==> src/rtl/spi_byte_receiver.sv <==
// SPI mode-0 byte receiver: synchronizes the host's dc/sclk/mosi/cs_n and deserializes MSB-first bytes.
// Latency: raw 8th sclk rise to spi_byte_vld_out = SYNC_STAGES + 1 clk_in edges (+1 for sampling uncertainty).
// Backpressure: none; the consumer must accept every one-cycle valid, which is at least 16 cycles apart.
module spi_byte_receiver #(
    parameter int SYNC_STAGES = 2    // legal range 2..4
) (
    input  logic       clk_in,
    input  logic       rst_n_in,
    input  logic       dc_in,
    input  logic       spi_sclk_in,
    input  logic       spi_mosi_in,
    input  logic       spi_cs_n_in,
    output logic       spi_frame_start_out,
    output logic       spi_byte_vld_out,
    output logic [7:0] spi_byte_data_out,
    output logic       spi_byte_dc_out
);

    localparam logic [0:0] ST_IDLE  = 1'b0;
    localparam logic [0:0] ST_SHIFT = 1'b1;

    logic [SYNC_STAGES-1:0] sclk_sync;
    logic [SYNC_STAGES-1:0] mosi_sync;
    logic [SYNC_STAGES-1:0] dc_sync;
    logic [SYNC_STAGES-1:0] cs_n_sync;

    logic       s_sclk;
    logic       s_mosi;
    logic       s_dc;
    logic       s_cs_n;
    logic       prev_sclk;
    logic [0:0] state_q;
    logic [0:0] state_d;
    logic       rise;
    logic       cs_fall;
    logic       take_bit;
    logic [7:0] shift_q;
    logic [7:0] shift_d;
    logic [2:0] bit_cnt;

    // Reset values match the bus idle state so a clean reset never fakes an edge.
    always_ff @(posedge clk_in or negedge rst_n_in) begin
        if (!rst_n_in) begin
            sclk_sync <= '0;
            mosi_sync <= '0;
            dc_sync   <= '0;
            cs_n_sync <= '1;
        end else begin
            sclk_sync <= {sclk_sync[SYNC_STAGES-2:0], spi_sclk_in};
            mosi_sync <= {mosi_sync[SYNC_STAGES-2:0], spi_mosi_in};
            dc_sync   <= {dc_sync[SYNC_STAGES-2:0],   dc_in};
            cs_n_sync <= {cs_n_sync[SYNC_STAGES-2:0], spi_cs_n_in};
        end
    end

    assign s_sclk = sclk_sync[SYNC_STAGES-1];
    assign s_mosi = mosi_sync[SYNC_STAGES-1];
    assign s_dc   = dc_sync[SYNC_STAGES-1];
    assign s_cs_n = cs_n_sync[SYNC_STAGES-1];

    // The state register doubles as the previous-cs_n register: IDLE means cs_n was high.
    assign state_d  = s_cs_n ? ST_IDLE : ST_SHIFT;
    assign rise     = s_sclk & ~prev_sclk;
    assign cs_fall  = (state_q == ST_IDLE) & ~s_cs_n;
    assign take_bit = rise & (state_d == ST_SHIFT);
    assign shift_d  = {shift_q[6:0], s_mosi};

    always_ff @(posedge clk_in or negedge rst_n_in) begin
        if (!rst_n_in) begin
            prev_sclk <= 1'b0;
            state_q   <= ST_IDLE;
        end else begin
            prev_sclk <= s_sclk;
            state_q   <= state_d;
        end
    end

    // Deassertion of cs_n beats a coincident sclk rise: the partial byte is dropped.
    always_ff @(posedge clk_in or negedge rst_n_in) begin
        if (!rst_n_in) begin
            shift_q <= 8'h00;
            bit_cnt <= 3'd0;
        end else if (state_d == ST_IDLE) begin
            shift_q <= 8'h00;
            bit_cnt <= 3'd0;
        end else if (take_bit) begin
            shift_q <= shift_d;
            bit_cnt <= bit_cnt + 3'd1;
        end
    end

    always_ff @(posedge clk_in or negedge rst_n_in) begin
        if (!rst_n_in) begin
            spi_frame_start_out <= 1'b0;
            spi_byte_vld_out    <= 1'b0;
            spi_byte_data_out   <= 8'h00;
            spi_byte_dc_out     <= 1'b0;
        end else begin
            spi_frame_start_out <= cs_fall;
            spi_byte_vld_out    <= 1'b0;
            if (take_bit && (bit_cnt == 3'd7)) begin
                spi_byte_vld_out  <= 1'b1;
                spi_byte_data_out <= shift_d;
                spi_byte_dc_out   <= s_dc;
            end
        end
    end

endmodule

==> config.mk <==
export PLATFORM = sky130hd
export DESIGN_NAME = spi_byte_receiver
export DESIGN_NICKNAME = d
export VERILOG_FILES = /design/src/rtl/spi_byte_receiver.sv
export SDC_FILE = /design/constraint.sdc
export NUM_CORES = 1
export LEC_CHECK = 0
export CAP_MARGIN = 25
export CORE_ASPECT_RATIO = 0.6
export CORE_MARGIN = 5
export CORE_UTILIZATION = 26
export CTS_BUF_LIST = sky130_fd_sc_hd__clkbuf_4
export DETAILED_ROUTE_END_ITERATION = 8
export HOLD_SLACK_MARGIN = 0.05
export PLACE_DENSITY_LB_ADDON = 0.3
export SYNTH_ARGS = -nofsm -noshare
export SYNTH_HDL_FRONTEND = slang
export SYNTH_SLANG_ARGS = --single-unit
==> constraint.sdc <==
create_clock -name clk_in -period 2.6 [get_ports clk_in]
set_input_delay 0.52 -clock clk_in [delete_from_list [all_inputs] [get_ports clk_in]]
set_output_delay 0.52 -clock clk_in [all_outputs]
set_load 0.02 [all_outputs]
==> qor.tcl <==
set qor(run_status) {finished clean}
set qor(areaGrowthSynthToFinish_pct) 23.9
set qor(cts_num_sinks) 31
set qor(power_per_cell_area_mw_per_mm2) 575
set qor(path_delay_family) {buffers and inverters}
set qor(std_cell_rows) 18
set qor(syn-cell-area_mm2) 0.00113
set qor(critical_path.endpoint_type) {output pin}
set qor(rsz_0062_raised_after_global_routing) {no}
set qor(placed_cell_area_mm2) 0.00135
set qor(grt_pass1_vias) 620
set qor(final.setup.tns_ps) 0
set qor(synthesized_net_count) 88
set qor(hold_buffers) 0
set qor(route.vias.total) 628
set qor(synth.distinct_cells) 15
set qor(r2r_slack_ps) 1120
set qor(finalMaxSlewViolations) 0
set qor(cp_slowest_cell) {clkdlybuf4s50_1}
set qor(synth_seq_area_share) 0.690
set qor(die_outline_area_mm2) 0.00580
set qor(post_cts_setup_buffers) 0
set qor(tritoncts) {built}
set qor(clk_root_buffer_cell) {clkbuf_4}
set qor(setup_viols_final) 0
set qor(finalHoldViolCount) 0
set qor(finish.instance_area_mm2) 0.00140
set qor(actual_transition_at_the_worst_max_transition_pin_ps) 378
set qor(final.min_clock_period_ps) 1820
set qor(timing.critical_path.slowest_cell_delay_ps) 610
set qor(syn-mean-instance-area_um2) 14.1
set qor(cts_buffers) 5
set qor(coreArea_mm2) 0.00414
set qor(n_antenna_cell) 0
set qor(drc) 0
set qor(worst_skew_pair.late_latency_ps) 330
set qor(drt_pre_antenna_iters) 4
set qor(post_route_cells_drive_above_1_share) 0.198
set qor(critPathKind) {flip-flop to output pin}
set qor(routedWlPerCell_um) 11.1
set qor(grt_use_total) 0.0722
set qor(route.antenna.remaining_nets) 0
set qor(finClkSkew_ps) 10.2
set qor(hpwl_mm) 1.17
set qor(post-route-period-util) 0.700
set qor(start_util) 0.272
set qor(yosys_register_bits) 31
set qor(critPathArrivalTime_ps) 1300
set qor(layout.cells.non_filler) 161
set qor(worstPathBufferInverterCount) 1
set qor(num-fill-cells) 445
set qor(startpoint_type) {flip-flop}
set qor(cp_data_required_time_ps) 2080
set qor(htreeDepth) 2
set qor(crit_path_cell_trace) {clkdlybuf4s50_1}
set qor(globalRoute.totalOverflow) 0
set qor(numPlacedInstances) 153
set qor(cap_viol_max_count) 0
set qor(io_pins) 17
set qor(drtIter0Drc) 18
set qor(routability_congestion_estimate_from_global_placement) 0.677
set qor(cts_resized) 0
set qor(cp_max_fo) 2
set qor(clk_transition_reported_paths_ps) 100
set qor(cts.path.max_buffers) 2
set qor(vdd_drop_max_v) 0.000167
set qor(static_leakage_power_nw) 0.620
set qor(port_buffers) 16
set qor(nets) 108
set qor(grt_pass1_wl_mm) 2.92
set qor(post_synth_inst_count) 80
set qor(hold_class) {flip-flop to flip-flop}
set qor(die_width_um) 95.1
set qor(timing.max_slew.rel_slack) 0.748
set qor(postRouteWirelength_mm) 1.79
set qor(die_y_um) 61.0
set qor(max_freq_mhz) 550
set qor(routed_via_density) 3.90
set qor(grt_antenna_before_repair) 0
set qor(grt_start_max_net_pins) 32
set qor(synth_warnings) 0
## per-stage QoR
stage	utilization	power (mW)	hold slack, ps	worst slack, ps
after floorplan	-	0.524	224	1160
after global placement	0.325	0.545	333	1140
after detailed placement	0.325	0.547	336	1110
after CTS	0.338	0.820	357	747
after global routing	0.338	0.847	364	719
final	0.338	0.805	353	780
## state kept, by name, indices dropped and copies added, names as in the netlist, 2 cells and up
name               cells
dc_sync                2
bit_cnt                3
spi_byte_data_out      8
sclk_sync              2
cs_n_sync              2
shift_q                7
mosi_sync              2
## where the power goes
group	total, mW	switching, mW	internal (mW)
clock network	0.269	0.159	0.110
logic	0.0330	0.0188	0.0142
registers	0.503	0.00807	0.495
total	0.805	0.185	0.619
## placed cells by master, fill, tap and decap left out
cell             synthesis  layout
a21oi_1                  9       9
and3_4                   1       1
buf_4                    0       1
clkbuf_4                 0       6
clkdlybuf4s50_1          0      16
clkinv_1                 0       2
dfrtp_1                 29      29
dfstp_2                  2       2
ha_1                     2       2
inv_1                    1       1
mux2_4                   9       9
nand2_1                 18      18
nor2_1                   2       2
nor2b_4                  1       1
or2b_1                   1       1
xnor2_1                  1       1
## path summary, 6_finish.rpt
path / from / endpoint / depth (start not counted)
max reg2reg: prev_sclk$_DFF_PN0_ / spi_byte_dc_out$_DFFE_PN0P_ / 3
max in group asynchronous: rst_n_in / cs_n_sync[0]$_DFF_PN1_ / 2
min in group asynchronous: rst_n_in / spi_byte_data_out[5]$_DFFE_PN0P_ / 2
min: mosi_sync[0]$_DFF_PN0_ / mosi_sync[1]$_DFF_PN0_ / 0
max: spi_byte_data_out[5]$_DFFE_PN0P_ / spi_byte_data_out[5] / 1
min reg2reg: mosi_sync[0]$_DFF_PN0_ / mosi_sync[1]$_DFF_PN0_ / 0
## kinds of logic (layout without fill, tap and decap cells)
group           Yosys count  after routing  synth area share
flops                    31             31             0.690
simple gates             23             23            0.0953
compound gates            9              9            0.0399
mux                       9              9             0.120
buf+inv                   5             26            0.0255
fa+ha+maj                 2              2            0.0222
xor+xnor                  1              1           0.00776
## metal layers
layer / global-route usage / vias up / share of wire
li1: - / 301 / -
met3: 0.0452 / 4 / 0.083
met5: 0 / - / 0
met2: 0.103 / 21 / 0.43
met1: 0.0830 / 302 / 0.47
met4: 0.0431 / 0 / 0.020
## cell usage after synthesis
library cell | number | area (um2)
clkbuf_1 | 1 | 3.75
xnor2_1 | 1 | 8.76
a21oi_1 | 9 | 45.0
dfrtp_1 | 29 | 726
ha_1 | 2 | 25.0
mux2_4 | 9 | 135
and3_4 | 1 | 11.3
buf_2 | 2 | 10.0
inv_1 | 1 | 3.75
nor2b_4 | 1 | 13.8
buf_6 | 1 | 11.3
nor2_1 | 2 | 7.51
nand2_1 | 18 | 67.6
or2b_1 | 1 | 7.51
dfstp_2 | 2 | 52.6
## cell type report
class                   count  area, um2  area share
clock inverters             2       7.51     0.00537
clock buffers               6       45.0      0.0322
well taps                  60       75.1      0.0537
repair buffers             17        168       0.120
inverters                   1       3.75     0.00268
multi-input cells          44        322       0.230
flip-flops and latches     31        778       0.556
No activity file was read; power rests on OpenSTA's default activity.
